`src/rtl/ifu_pf_if.sv`:
```
// Bundle of the fetch-unit channels: instruction memory port, execute-stage port and flush.
// The master modport is the fetch unit's view; slave is the environment (memory + execute).
interface ifu_pf_if #(
  parameter int PC_W = 32,
  parameter int IR_W = 32
);
  logic            fch_req_vld;
  logic            fch_req_rdy;
  logic [PC_W-1:0] fch_req_pc;
  logic            fch_rsp_vld;
  logic            fch_rsp_rdy;
  logic [IR_W-1:0] fch_rsp_ir;
  logic            ex_req_vld;
  logic            ex_req_rdy;
  logic [IR_W-1:0] ex_req_ir;
  logic [PC_W-1:0] ex_req_pc;
  logic            ex_req_pred_taken;
  logic [PC_W-1:0] ex_req_pred_pc;
  logic            ex_rsp_vld;
  logic            ex_rsp_rdy;
  logic            ex_rsp_taken;
  logic [PC_W-1:0] ex_rsp_target_pc;
  logic            fl_req_vld;

  modport master (
    output fch_req_vld, fch_req_pc, fch_rsp_rdy,
    output ex_req_vld, ex_req_ir, ex_req_pc, ex_req_pred_taken, ex_req_pred_pc,
    output ex_rsp_rdy, fl_req_vld,
    input  fch_req_rdy, fch_rsp_vld, fch_rsp_ir,
    input  ex_req_rdy, ex_rsp_vld, ex_rsp_taken, ex_rsp_target_pc
  );

  modport slave (
    input  fch_req_vld, fch_req_pc, fch_rsp_rdy,
    input  ex_req_vld, ex_req_ir, ex_req_pc, ex_req_pred_taken, ex_req_pred_pc,
    input  ex_rsp_rdy, fl_req_vld,
    output fch_req_rdy, fch_rsp_vld, fch_rsp_ir,
    output ex_req_rdy, ex_rsp_vld, ex_rsp_taken, ex_rsp_target_pc
  );
endinterface

```
`src/rtl/ifu_pf.sv`:
```
// Prefetching instruction fetch unit: several fetches in flight, an instruction buffer
// towards execute, and redirect on taken branches with discard of stale responses.
module ifu_pf #(
  parameter int              PC_W       = 32,
  parameter int              IR_W       = 32,
  parameter logic [PC_W-1:0] RESET_PC   = PC_W'(32'h4000_0000),
  parameter int              PC_INC     = 4,
  parameter int              MAX_OUTST  = 2,
  parameter int              IBUF_DEPTH = 4
) (
  input logic     clk,
  input logic     rst,
  ifu_pf_if.master bus
);
  localparam int OC_W = $clog2(MAX_OUTST + 1);
  localparam int IC_W = $clog2(IBUF_DEPTH + 1);
  localparam int PP_W = (MAX_OUTST > 1) ? $clog2(MAX_OUTST) : 1;
  localparam int IP_W = (IBUF_DEPTH > 1) ? $clog2(IBUF_DEPTH) : 1;
  localparam int CR_W = ((OC_W > IC_W) ? OC_W : IC_W) + 1;

  logic [PC_W-1:0] fpc_q, fpc_d;
  logic [OC_W-1:0] outst_q, outst_d;
  logic [OC_W-1:0] drop_q, drop_d;
  logic [PC_W-1:0] pf_mem [MAX_OUTST];
  logic [PP_W-1:0] pf_wr_q, pf_rd_q;
  logic [IR_W-1:0] ib_ir [IBUF_DEPTH];
  logic [PC_W-1:0] ib_pc [IBUF_DEPTH];
  logic [IP_W-1:0] ib_wr_q, ib_wr_d, ib_rd_q, ib_rd_d;
  logic [IC_W-1:0] ib_cnt_q, ib_cnt_d;

  logic            flush, req_vld, req_hs, rsp_hs, ib_push, ex_vld, ex_hs;
  logic [CR_W-1:0] credit;

  function automatic logic [PP_W-1:0] pf_inc(input logic [PP_W-1:0] p);
    return (p == PP_W'(MAX_OUTST - 1)) ? '0 : p + 1'b1;
  endfunction

  function automatic logic [IP_W-1:0] ib_inc(input logic [IP_W-1:0] p);
    return (ib_is_last(p)) ? '0 : p + 1'b1;
  endfunction

  function automatic logic ib_is_last(input logic [IP_W-1:0] p);
    return p == IP_W'(IBUF_DEPTH - 1);
  endfunction

  // Slots committed = responses still owed that will be kept + entries already buffered.
  assign credit  = CR_W'(outst_q) - CR_W'(drop_q) + CR_W'(ib_cnt_q);
  assign flush   = !rst && bus.ex_rsp_vld && bus.ex_rsp_taken;
  assign req_vld = !rst && !flush && (outst_q < OC_W'(MAX_OUTST))
                   && (credit < CR_W'(IBUF_DEPTH));
  assign req_hs  = req_vld && bus.fch_req_rdy;
  assign rsp_hs  = !rst && bus.fch_rsp_vld;
  assign ib_push = rsp_hs && !flush && (drop_q == '0);
  assign ex_vld  = !rst && !flush && (ib_cnt_q != '0);
  assign ex_hs   = ex_vld && bus.ex_req_rdy;

  assign bus.fch_req_vld       = req_vld;
  assign bus.fch_req_pc        = fpc_q;
  assign bus.fch_rsp_rdy       = !rst;
  assign bus.ex_rsp_rdy        = !rst;
  assign bus.fl_req_vld        = flush;
  assign bus.ex_req_vld        = ex_vld;
  assign bus.ex_req_ir         = ib_ir[ib_rd_q];
  assign bus.ex_req_pc         = ib_pc[ib_rd_q];
  assign bus.ex_req_pred_taken = 1'b0;
  assign bus.ex_req_pred_pc    = '0;

  always_comb begin
    fpc_d    = fpc_q;
    outst_d  = outst_q;
    drop_d   = drop_q;
    ib_wr_d  = ib_wr_q;
    ib_rd_d  = ib_rd_q;
    ib_cnt_d = ib_cnt_q;
    if (req_hs) outst_d = outst_d + 1'b1;
    if (rsp_hs) outst_d = outst_d - 1'b1;
    if (flush) begin
      // Everything still owed is stale, including a response landing right now.
      fpc_d    = bus.ex_rsp_target_pc;
      drop_d   = outst_q - (rsp_hs ? OC_W'(1) : OC_W'(0));
      ib_wr_d  = '0;
      ib_rd_d  = '0;
      ib_cnt_d = '0;
    end else begin
      if (req_hs) fpc_d = fpc_q + PC_W'(PC_INC);
      if (rsp_hs && drop_q != '0) drop_d = drop_q - 1'b1;
      if (ib_push) ib_wr_d = ib_inc(ib_wr_q);
      if (ex_hs) ib_rd_d = ib_inc(ib_rd_q);
      if (ib_push && !ex_hs) ib_cnt_d = ib_cnt_q + 1'b1;
      if (!ib_push && ex_hs) ib_cnt_d = ib_cnt_q - 1'b1;
    end
  end

  always_ff @(posedge clk) begin
    if (rst) begin
      fpc_q    <= RESET_PC;
      outst_q  <= '0;
      drop_q   <= '0;
      pf_wr_q  <= '0;
      pf_rd_q  <= '0;
      ib_wr_q  <= '0;
      ib_rd_q  <= '0;
      ib_cnt_q <= '0;
    end else begin
      assert (!(ib_push && ib_cnt_q == IC_W'(IBUF_DEPTH)));
      fpc_q    <= fpc_d;
      outst_q  <= outst_d;
      drop_q   <= drop_d;
      ib_wr_q  <= ib_wr_d;
      ib_rd_q  <= ib_rd_d;
      ib_cnt_q <= ib_cnt_d;
      if (req_hs) pf_wr_q <= pf_inc(pf_wr_q);
      if (rsp_hs) pf_rd_q <= pf_inc(pf_rd_q);
    end
  end

  // Storage arrays carry no reset; occupancy is tracked by the pointers above.
  for (genvar gi = 0; gi < MAX_OUTST; gi++) begin : g_pf
    always_ff @(posedge clk) begin
      if (req_hs && pf_wr_q == PP_W'(gi)) pf_mem[gi] <= fpc_q;
    end
  end

  for (genvar gi = 0; gi < IBUF_DEPTH; gi++) begin : g_ib
    always_ff @(posedge clk) begin
      if (ib_push && ib_wr_q == IP_W'(gi)) begin
        ib_ir[gi] <= bus.fch_rsp_ir;
        ib_pc[gi] <= pf_mem[pf_rd_q];
      end
    end
  end
endmodule
```
`src/flat_wrapper.sv`:
```
// flat-port wrapper written by rule: the top's interface ports become plain ports
module ifu_pf_flat 
#(
  parameter int              PC_W       = 32,
  parameter int              IR_W       = 32,
  parameter logic [PC_W-1:0] RESET_PC   = PC_W'(32'h4000_0000),
  parameter int              PC_INC     = 4,
  parameter int              MAX_OUTST  = 2,
  parameter int              IBUF_DEPTH = 4
)
  (clk, rst, bus_fch_req_vld, bus_fch_req_pc, bus_fch_rsp_rdy, bus_ex_req_vld, bus_ex_req_ir, bus_ex_req_pc, bus_ex_req_pred_taken, bus_ex_req_pred_pc, bus_ex_rsp_rdy, bus_fl_req_vld, bus_fch_req_rdy, bus_fch_rsp_vld, bus_fch_rsp_ir, bus_ex_req_rdy, bus_ex_rsp_vld, bus_ex_rsp_taken, bus_ex_rsp_target_pc);
  ifu_pf_if #(.PC_W(PC_W), .IR_W(IR_W)) bus_i ();
  input logic clk;
  input logic rst;
  output wire logic [$bits(bus_i.fch_req_vld)-1:0] bus_fch_req_vld;
  output wire logic [$bits(bus_i.fch_req_pc)-1:0] bus_fch_req_pc;
  output wire logic [$bits(bus_i.fch_rsp_rdy)-1:0] bus_fch_rsp_rdy;
  output wire logic [$bits(bus_i.ex_req_vld)-1:0] bus_ex_req_vld;
  output wire logic [$bits(bus_i.ex_req_ir)-1:0] bus_ex_req_ir;
  output wire logic [$bits(bus_i.ex_req_pc)-1:0] bus_ex_req_pc;
  output wire logic [$bits(bus_i.ex_req_pred_taken)-1:0] bus_ex_req_pred_taken;
  output wire logic [$bits(bus_i.ex_req_pred_pc)-1:0] bus_ex_req_pred_pc;
  output wire logic [$bits(bus_i.ex_rsp_rdy)-1:0] bus_ex_rsp_rdy;
  output wire logic [$bits(bus_i.fl_req_vld)-1:0] bus_fl_req_vld;
  input wire logic [$bits(bus_i.fch_req_rdy)-1:0] bus_fch_req_rdy;
  input wire logic [$bits(bus_i.fch_rsp_vld)-1:0] bus_fch_rsp_vld;
  input wire logic [$bits(bus_i.fch_rsp_ir)-1:0] bus_fch_rsp_ir;
  input wire logic [$bits(bus_i.ex_req_rdy)-1:0] bus_ex_req_rdy;
  input wire logic [$bits(bus_i.ex_rsp_vld)-1:0] bus_ex_rsp_vld;
  input wire logic [$bits(bus_i.ex_rsp_taken)-1:0] bus_ex_rsp_taken;
  input wire logic [$bits(bus_i.ex_rsp_target_pc)-1:0] bus_ex_rsp_target_pc;
  assign bus_fch_req_vld = bus_i.fch_req_vld;
  assign bus_fch_req_pc = bus_i.fch_req_pc;
  assign bus_fch_rsp_rdy = bus_i.fch_rsp_rdy;
  assign bus_ex_req_vld = bus_i.ex_req_vld;
  assign bus_ex_req_ir = bus_i.ex_req_ir;
  assign bus_ex_req_pc = bus_i.ex_req_pc;
  assign bus_ex_req_pred_taken = bus_i.ex_req_pred_taken;
  assign bus_ex_req_pred_pc = bus_i.ex_req_pred_pc;
  assign bus_ex_rsp_rdy = bus_i.ex_rsp_rdy;
  assign bus_fl_req_vld = bus_i.fl_req_vld;
  assign bus_i.fch_req_rdy = bus_fch_req_rdy;
  assign bus_i.fch_rsp_vld = bus_fch_rsp_vld;
  assign bus_i.fch_rsp_ir = bus_fch_rsp_ir;
  assign bus_i.ex_req_rdy = bus_ex_req_rdy;
  assign bus_i.ex_rsp_vld = bus_ex_rsp_vld;
  assign bus_i.ex_rsp_taken = bus_ex_rsp_taken;
  assign bus_i.ex_rsp_target_pc = bus_ex_rsp_target_pc;
  ifu_pf #(.PC_W(PC_W), .IR_W(IR_W), .RESET_PC(RESET_PC), .PC_INC(PC_INC), .MAX_OUTST(MAX_OUTST), .IBUF_DEPTH(IBUF_DEPTH)) u_core (.clk(clk), .rst(rst), .bus(bus_i));
endmodule
```
`config.mk`:
```
export PLATFORM = sky130hd
export DESIGN_NAME = ifu_pf_flat
export DESIGN_NICKNAME = d
export VERILOG_FILES = /design/src/rtl/ifu_pf_if.sv /design/src/rtl/ifu_pf.sv /design/src/flat_wrapper.sv
export SDC_FILE = /design/constraint.sdc
export NUM_CORES = 1
export LEC_CHECK = 0
export ABC_AREA = 0
export BUFFER_PORTS_ARGS = -buffer_cell sky130_fd_sc_hd__buf_2
export CAP_MARGIN = 20
export CORE_MARGIN = 1.5
export CORE_UTILIZATION = 40
export CTS_CLUSTER_SIZE = 40
export DETAILED_ROUTE_END_ITERATION = 10
export HOLD_SLACK_MARGIN = 0.1
export PLACE_DENSITY_LB_ADDON = 0.12
export SLEW_MARGIN = 20
export SYNTH_ARGS = -nofsm -noshare
export SYNTH_HDL_FRONTEND = slang
export SYNTH_SLANG_ARGS = --single-unit
```
`constraint.sdc`:
```
create_clock -name clk -period 3.61 [get_ports clk]
set_input_delay 0 -clock clk [delete_from_list [all_inputs] [get_ports clk]]
set_output_delay 0 -clock clk [all_outputs]
set_load 0.005 [all_outputs]
```
==> flow_summary.json, run 1 <==
{
  "final_common_cell": "edfxtp_1",
  "worstMarginPinSlew_ns": 0.803,
  "avgRoutedWirePerCell_um": 20.3,
  "ys_warn_count": 0,
  "crit_path_start_kind": "flip-flop",
  "dieArea_um2": 38000,
  "start_util_pct": 40.4,
  "min_period_ns": 3.27,
  "placed_cell_area_um2": 16100,
  "dpl.hpwl_um": 20800,
  "design.core.area_um2": 36400,
  "r2r-start": "u_core.outst_q[1]",
  "gp_congestion": 0.836,
  "reg2regPathDepth": 11,
  "slew_headroom_pct": 46.5,
  "postSynthAreaPerCell_um2": 17.2,
  "crit_path_end_kind": "flip-flop",
  "pwr-share-clk_pct": 42.6,
  "clk_pin_slew_ns": 0.06,
  "switching_share_pct": 21.3,
  "cts_buffers": 41,
  "postLayoutCellArea_um2": 18200,
  "p_seq_share_pct": 50.5,
  "cts_sinks": 368,
  "post_cts_resized": 0,
  "tns_ns": 0,
  "p_leak_nw": 6.28,
  "syn_inst": 854,
  "r2r_end": "u_core.bus.fch_req_pc[12]",
  "critPathMaxFanout": 44,
  "max-cap-violations": 0,
  "synth_cell_types": 55,
  "ir_drop_uv": 286,
  "min_path_cells": 2,
  "yosysTopAreaCellShare_pct": 65.2,
  "power-per-cell-area_nw_per_um2": 528,
  "p_sw_mw": 2.05,
  "grt_overflow": 0,
  "rsz0062_at_grt": "false",
  "cts-htree-levels": 2,
  "worstSetupStartpoint": "u_core.outst_q[1]",
  "avgViaCountPerCell": 5.18,
  "power.internal_mw": 7.56,
  "wl_um": 32900,
  "async_flop_share_pct": 0,
  "drv_slew": 0,
  "ant_nets": 0,
  "skew_ns": 0.0193,
  "drc": 0,
  "whs_endpoint": "u_core.ib_ir[0][24]",
  "stdcell_count": 1619,
  "hp-start": "bus_fch_rsp_ir[24]",
  "diodes": 0,
  "comb_power_share_pct": 6.9,
  "fin_crit_sh_pct": 90.6,
  "finalPower_mw": 9.62,
  "dieHeight_um": 195,
  "yosysSeqAreaShare_pct": 71.8,
  "fmax_mhz": 306,
  "synth_edf_count": 320,
  "hold_path_class": "in -> reg",
  "clkLatencyLatePin_ns": 0.53,
  "layout-drive-gt1-share_pct": 31.5,
  "finalHoldViolations": 0,
  "path_class": "reg -> reg",
  "grt_util_all_layers_pct": 17.5,
  "final_nets": 1207,
  "final_cell_mix": "320 x edfxtp_1, 171 x buf_2, 78 x dlygate4sd3_1",
  "via_count": 8386,
  "clock_path_buffers": 3,
  "ys.flop_type": "edfxtp_1",
  "io_buffers": 171,
  "antenna_found_initial": 0,
  "critPathRequiredTime_ns": 4.07,
  "reg2reg_setup_slack_ns": 0.34,
  "syn_area_um2": 14700,
  "ys_ff_latch": 368,
  "placementRows": 70,
  "pin_count": 205,
  "drt_first_iter_violations": 435,
  "root_buffer": "clkbuf_16",
  "setup_viol": 0,
  "synth_area_leaders": "edfxtp_1 65%, mux4_2 9.8%, dfxtp_1 6.5%",
  "first_pass_iters": 7,
  "holdWs_ns": 0.226,
  "cts_tree": "done",
  "yosys.area.top_type": "edfxtp_1",
  "grt_max_degree": 56,
  "grt_pass1_vias": 8499,
  "grt_pass1_wl_um": 50500,
  "placed_cells": 1470,
  "status": "complete, no violations",
  "cp.arrival_ns": 3.74,
  "die_w_um": 195,
  "area_growth_syn_to_layout_pct": 23.7
}
-- per-stage QoR --
| stage | worst slack, ns | util, % |
|---|---|---|
| finish | 0.340 | 50.0 |
| global placement | 0.730 | 44.2 |
| global route | 0.138 | 50.0 |
| floorplan | 0.195 | - |
| CTS | 0.365 | 50.0 |
| detailed placement | 0.656 | 44.2 |
-- routing by layer --
layer	vias to the layer above	wire length, um	GRT usage [%]
met1	4192	14000	22.9
li1	3886	-	-
met4	0	901	5.86
met3	58	1650	3.18
met2	250	16400	29.6
met5	-	0	0
-- worst max-delay path, cell delays in order (launching register included) --
cell,delay [ns]
dfxtp_1,0.46
inv_1,0.13
fa_1,0.52
inv_1,0.04
ha_1,0.26
and3b_1,0.19
o211a_1,0.24
nor2_2,0.10
buf_4,0.41
o21ai_0,0.15
o21ai_0,0.16
dlygate4sd3_1,0.55
-- flip-flops by register name (all words and copies together), names as in the netlist, named ones only --
name / flops
u_core.pf_rd_q: 1
u_core.drop_q: 2
u_core.pf_wr_q: 1
u_core.bus.fch_req_pc: 32
u_core.ib_cnt_q: 3
u_core.ib_ir: 128
u_core.ib_wr_q: 2
u_core.ib_rd_q: 2
u_core.outst_q: 2
u_core.pf_mem: 64
u_core.ib_pc: 128
-- Yosys cell counts, types with 10 or more instances --
library cell,instances
a31oi_1,11
a21oi_1,10
nor4_1,11
dfxtp_1,48
clkbuf_1,19
o21ai_0,34
buf_4,36
mux4_2,64
nand3_1,15
nand4_1,17
ha_1,11
inv_1,16
nor2_1,30
mux2_2,32
and2_1,10
nand2_1,36
edfxtp_1,320
nor3_1,20
buf_2,16
-- what timing repair did --
| item | 4_1_cts | 5_1_grt |
|---|---|---|
| setup buffers | 0 | 0 |
| hold buffers | 78 | 0 |
| hold endpoints to repair | 176 | 0 |
-- logic make-up (layout without fill, tap and decap cells) --
family / after synthesis / after routing / synth area share, %
AOI/OAI and AO/OA: 92 / 92 / 4.09
xor gates and xnor gates: 6 / 6 / 0.357
adders and majority gates: 13 / 13 / 1.21
buffers and inverters: 95 / 360 / 3.47
DFF: 368 / 368 / 71.8
muxes: 96 / 96 / 12.2
other: 1 / 33 / 0.0255
and+or+nand+nor: 183 / 183 / 6.84
-- area by class of cell --
cell class,instances,area (um^2)
Fill cell,3117,18200
Sequential cell,368,10600
Multi-Input combinational cell,423,3780
Timing Repair Buffer,273,1880
Clock buffer,51,1140
Tap cell,468,586
Clock inverter,20,196
Inverter,16,60.1
-- worst max-delay path by stage --
stage / end / cells past startpoint
finish: u_core.bus.fch_req_pc[12] / 11
global route: u_core.bus.fch_req_pc[12] / 12
CTS: u_core.bus.fch_req_pc[12] / 11
detailed placement: u_core.pf_mem[0][26] / 10
global placement: u_core.pf_mem[0][2] / 11
floorplan: u_core.pf_mem[0][0] / 11
-- power groups by stage --
| stage | sequential [mW] | clock [mW] | combinational (mW) |
|---|---|---|---|
| after floorplan | 4.91 | 0 | 0.386 |
| after global placement | 4.94 | 0 | 0.604 |
| after detailed placement | 4.94 | 0 | 0.611 |
| after CTS | 4.85 | 4.19 | 0.678 |
| after global routing | 4.87 | 4.37 | 0.734 |
| final | 4.85 | 4.09 | 0.668 |
No activity file was read; power rests on OpenSTA's default activity.
==> run 2: changes to the inputs <==
--- a/config.mk
+++ b/config.mk
@@ -12,8 +12,9 @@
 export CORE_UTILIZATION = 40
 export CTS_CLUSTER_SIZE = 40
 export DETAILED_ROUTE_END_ITERATION = 10
-export HOLD_SLACK_MARGIN = 0.1
+export HOLD_SLACK_MARGIN = 0.03
 export PLACE_DENSITY_LB_ADDON = 0.12
+export RECOVER_POWER = 25
 export SLEW_MARGIN = 20
 export SYNTH_ARGS = -nofsm -noshare
 export SYNTH_HDL_FRONTEND = slang
==> run 2 against run 1 <==
Net effect:
- first-iteration DRC count grew 2.3%
- worst setup slack gained 0.0035 ns
- hold slack lost 0.15 ns
- fmax grew 0.11%
- largest power group unchanged
- via count shrank 0.57%
- cell count shrank 0.37%
- global-route usage shrank 0.088 points
- critical path depth is the same
- non-clock buffer count shrank 6
- routed wire length shrank 0.73%
==> flow_summary.json, run 2 (synthesized netlist as in run 1, its figures left out) <==
{
  "final_common_cell": "edfxtp_1",
  "dpl.hpwl_um": 20800,
  "max-cap-violations": 0,
  "crit_path_end_kind": "flip-flop",
  "root_buffer": "clkbuf_16",
  "drv_slew": 0,
  "grt_pass1_wl_um": 50200,
  "finalPower_mw": 9.60,
  "reg2reg_setup_slack_ns": 0.34,
  "drc": 0,
  "clkLatencyLatePin_ns": 0.53,
  "clock_path_buffers": 3,
  "ant_nets": 0,
  "via_count": 8338,
  "path_class": "reg -> reg",
  "grt_overflow": 0,
  "clk_pin_slew_ns": 0.06,
  "critPathMaxFanout": 44,
  "ir_drop_uv": 286,
  "antenna_found_initial": 0,
  "design.core.area_um2": 36400,
  "die_w_um": 195,
  "placementRows": 70,
  "dieArea_um2": 38000,
  "cts_tree": "done",
  "area_growth_syn_to_layout_pct": 23.0,
  "post_cts_resized": 0,
  "fmax_mhz": 306,
  "cts_buffers": 41,
  "post-route-util_pct": 49.7,
  "avgRoutedWirePerCell_um": 20.3,
  "pin_count": 205,
  "crit_path_start_kind": "flip-flop",
  "diodes": 0,
  "min_path_cells": 5,
  "slew_headroom_pct": 45.4,
  "final_nets": 1201,
  "status": "complete, no violations",
  "holdWs_ns": 0.0800,
  "wl_um": 32700,
  "avgViaCountPerCell": 5.17,
  "final_cell_mix": "320 x edfxtp_1, 137 x buf_2, 72 x dlygate4sd3_1",
  "start_util_pct": 40.4,
  "grt_pass1_vias": 8438,
  "cts_setup_buffers": 0,
  "fillers": 3121,
  "grt_max_degree": 56,
  "reg.largest.list": "u_core.ib_ir (128), u_core.ib_pc (128), u_core.pf_mem (64)",
  "grt_util_all_layers_pct": 17.4,
  "setup_viol": 0,
  "cts-htree-levels": 2,
  "layout-drive-gt1-share_pct": 28.6,
  "power-per-cell-area_nw_per_um2": 530,
  "hold_path_class": "in -> reg",
  "cp.arrival_ns": 3.73,
  "p_leak_nw": 6.15,
  "min_period_ns": 3.27,
  "fin_crit_sh_pct": 90.5,
  "dieHeight_um": 195,
  "reg2regPathDepth": 11,
  "first_pass_iters": 6,
  "drt_first_iter_violations": 445,
  "gp_congestion": 0.836,
  "tns_ns": 0,
  "worstMarginPinSlew_ns": 0.819,
  "finalHoldViolations": 0,
  "critPathRequiredTime_ns": 4.08,
  "rsz0062_at_grt": "false",
  "io_buffers": 171,
  "skew_ns": 0.0178,
  "cts_sinks": 368
}
-- run 2: cell count changes in the layout (fill, tap and decap cells not counted) --
cell           before  now
buf_2             171  137
clkbuf_1            5   39
dlygate4sd3_1      78   72
-- run 2: worst paths after layout --
kind / startpoint / end
min reg2reg: u_core.pf_wr_q / u_core.pf_wr_q
min: bus_ex_rsp_taken / u_core.outst_q[1]
max: u_core.outst_q[1] / u_core.bus.fch_req_pc[12]
max reg2reg: u_core.outst_q[1] / u_core.bus.fch_req_pc[12]
-- run 2: final cells by class --
class	count	area, um^2	area share, %
clock inverters	20	196	1.08
flip-flops and latches	368	10600	58.4
clock buffers	51	1140	6.27
multi-input cells	423	3780	20.9
inverters	16	60.1	0.332
repair buffers	267	1780	9.81
well taps	468	586	3.23
-- run 2: timing repair --
| action | CTS | global route |
|---|---|---|
| hold buffers | 72 | 0 |
| endpoints found under the setup margin | 0 | 0 |
| endpoints found under the hold margin | 174 | 0 |
-- run 2: critical path, cell delays in order (launching register included) --
cell	delay, ns
dfxtp_1	0.46
inv_1	0.13
fa_1	0.51
inv_1	0.04
ha_1	0.26
and3b_1	0.19
o211a_1	0.24
nor2_2	0.10
buf_4	0.41
o21ai_0	0.15
o21ai_0	0.16
dlygate4sd3_1	0.55
-- run 2: metrics by stage --
step	cells	cell area (um^2)	setup WS, ns
global route	1613	18100	0.138
CTS	1613	18200	0.365
detailed placement	1470	16100	0.656
finish	1613	18100	0.343
floorplan	886	14800	0.195
global placement	1470	16100	0.730
-- run 2: metal layers --
metal	GRT usage (%)	vias up	part of all wire [%]
met5	0	-	0
met4	5.86	0	2.8
met3	3.18	58	5.0
met2	29.3	234	50
met1	22.9	4178	43
li1	-	3868	-
-- run 2: power by group --
part / internal [mW] / total (mW) / switching, mW
sequential: 4.76 / 4.85 / 0.0896
clock: 2.50 / 4.09 / 1.59
combinational: 0.290 / 0.657 / 0.367
==> run 3: changes to the inputs <==
--- a/config.mk
+++ b/config.mk
@@ -12,6 +12,7 @@
 export CORE_UTILIZATION = 40
 export CTS_CLUSTER_SIZE = 40
 export DETAILED_ROUTE_END_ITERATION = 10
+export GPL_TIMING_DRIVEN = 0
 export HOLD_SLACK_MARGIN = 0.03
 export PLACE_DENSITY_LB_ADDON = 0.12
 export RECOVER_POWER = 25
==> run 3 against run 2 <==
Net effect:
- clock skew fell by 0.00050 ns
- first-iteration DRC count increased by 4.9%
- hold slack worse by 0.0030 ns
- fmax down 4.2%
- sequential share of layout area shrank 1.1 points
- flip-flop and latch count is the same
- via count rose by 3.7%
- routed wire length is 4.2% higher
- critical endpoint unchanged
- total power down 0.28%
- non-clock buffer count rose by 62
- largest power group unchanged
- count of clock-buffer cells in the layout shrank 2
==> flow_summary.json, run 3 (synthesized netlist as in run 1, its figures left out) <==
{
  "slew_headroom_pct": 35.2,
  "layout-drive-gt1-share_pct": 29.5,
  "path_class": "reg -> reg",
  "cts_sinks": 368,
  "cp_top_family": "buffers and inverters",
  "cp.arrival_ns": 3.88,
  "max-cap-violations": 0,
  "grt_max_degree": 40,
  "finalHoldViolations": 0,
  "ant_nets": 0,
  "crit_path_start_kind": "flip-flop",
  "reg2reg_setup_slack_ns": 0.20,
  "tns_ns": 0,
  "cts_buffers": 40,
  "p_leak_nw": 6.35,
  "die_w_um": 195,
  "setup_viol": 0,
  "worstPathBufferInverterCount": 5,
  "drc": 0,
  "diodes": 0,
  "clkLatencyLatePin_ns": 0.53,
  "finalPower_mw": 9.57,
  "final_cell_mix": "320 x edfxtp_1, 148 x buf_2, 75 x dlygate4sd3_1",
  "via_count": 8646,
  "root_buffer": "clkbuf_16",
  "dpl.hpwl_um": 21900,
  "critPathMaxFanout": 10,
  "min_period_ns": 3.41,
  "fmax_mhz": 293,
  "worstSetupStartpoint": "u_core.outst_q[0]",
  "ir_drop_uv": 276,
  "dieArea_um2": 38000,
  "grt_overflow": 0,
  "placementRows": 70,
  "slowest_stage": "dlygate4sd3_1",
  "clock_path_buffers": 3,
  "fin_ws_ns": 0.199,
  "stdcell_count": 1676,
  "final_common_cell": "edfxtp_1",
  "dp_slack_ns": -0.00446,
  "reg2regPathDepth": 13,
  "avgRoutedWirePerCell_um": 20.3,
  "r2r_end": "u_core.bus.fch_req_pc[12]",
  "wl_um": 34100,
  "grt_pass1_wl_um": 51900,
  "clk_pin_slew_ns": 0.06,
  "worstSetupPathDepth": 13,
  "cts-htree-levels": 2,
  "worstMarginPinSlew_ns": 0.972,
  "hold_path_class": "in -> reg",
  "rsz0062_at_grt": "false",
  "reg.largest.list": "u_core.ib_ir (128), u_core.ib_pc (128), u_core.pf_mem (64)",
  "antenna_found_initial": 0,
  "first_pass_iters": 5,
  "grt_pass1_vias": 8673,
  "max_stage_delay_ns": 0.56,
  "start_util_pct": 40.4,
  "drv_slew": 0,
  "drt_first_iter_violations": 467,
  "final_nets": 1262,
  "status": "complete, no violations",
  "fin_crit_sh_pct": 94.5,
  "area_growth_syn_to_layout_pct": 25.2,
  "pin_count": 205,
  "critPathRequiredTime_ns": 4.07,
  "skew_ns": 0.0173,
  "crit_end": "u_core.bus.fch_req_pc[12]",
  "crit_chain": "inv_1 -> ha_1 -> fa_1 -> inv_1 -> ha_1 -> and3b_1 -> o211a_1 -> nor2_4 -> buf_4 -> clkbuf_4 -> o21ai_0 -> o21ai_0 -> dlygate4sd3_1",
  "power-per-cell-area_nw_per_um2": 519,
  "avgViaCountPerCell": 5.16,
  "dieHeight_um": 195,
  "io_buffers": 169,
  "cts_tree": "done",
  "gp_congestion": 0.874,
  "crit_path_end_kind": "flip-flop",
  "holdWs_ns": 0.0770,
  "grt_util_all_layers_pct": 18.1,
  "design.core.area_um2": 36400,
  "placed_cells": 1529,
  "r2r-start": "u_core.outst_q[0]"
}
[run 3: cell types whose count changed in the layout (fill, tap and decap cells not counted), moves of 2 or more]
cell,delta
clkbuf_1,+23
clkinv_1,+3
clkbuf_16,-2
inv_6,+2
buf_2,+11
buf_1,+7
buf_4,+17
buf_16,+3
clkbuf_8,-2
dfxtp_4,-2
dlygate4sd3_1,+3
[run 3: layout make-up]
| type | instances | area, um^2 |
|---|---|---|
| timing repair buffer | 251 | 1720 |
| tap | 468 | 586 |
| buffer | 78 | 449 |
| clock buffer | 49 | 1070 |
| multi-input combinational | 423 | 3780 |
| inverter | 16 | 60.1 |
| sequential | 368 | 10600 |
| fill | 3114 | 18000 |
| clock inverter | 23 | 213 |
[run 3: layer usage]
| metal | GRT usage (%) | part of all wire [%] | up-vias |
|---|---|---|---|
| li1 | - | - | 4001 |
| met1 | 24.5 | 44 | 4314 |
| met3 | 3.52 | 6.1 | 41 |
| met5 | 0 | 0 | - |
| met4 | 4.48 | 1.4 | 0 |
| met2 | 30.1 | 48 | 290 |
[run 3: worst min path at each step]
| stage | startpoint | end | slack, ns | cells after the start |
|---|---|---|---|---|
| 2_1_floorplan | bus_fch_rsp_ir[0] | u_core.ib_ir[0][0] | 0.1 | 0 |
| 3_3_place_gp | bus_fch_rsp_ir[18] | u_core.ib_ir[1][18] | 0.22 | 1 |
| 3_5_place_dp | bus_fch_rsp_ir[22] | u_core.ib_ir[1][22] | 0.22 | 1 |
| 4_1_cts | bus_fch_req_rdy | u_core.pf_wr_q | 0.03 | 4 |
| 5_1_grt | bus_fch_req_rdy | u_core.outst_q[1] | 0.09 | 4 |
| 6_report | bus_fch_req_rdy | u_core.pf_wr_q | 0.08 | 4 |
[run 3: metrics by stage]
stage	utilization (%)	area, um^2
2_1_floorplan	-	14800
3_3_place_gp	44.7	16300
3_5_place_dp	45.1	16400
4_1_cts	50.7	18500
5_1_grt	50.6	18400
6_report	50.6	18400
[run 3: tightest hold or removal path, stage by stage]
cell	delay (ns)
buf_2	0.13
nand3_2	0.19
or3_1	0.17
a21oi_1	0.06
[run 3: what timing repair did]
action / in CTS / in global routing
hold buffers: 75 / 0
endpoints found under the setup margin: 21 / 25
gates cloned: 0 / 0
setup buffers: 0 / 1
hold endpoints to repair: 167 / 0
gates resized for setup: 1 / 2
pin swaps: 0 / 1
[run 3: power by group]
group,switching (mW),total (mW),internal [mW]
registers,0.0888,4.85,4.76
logic,0.404,0.739,0.335
clock network,1.60,3.98,2.38
total,2.09,9.57,7.48
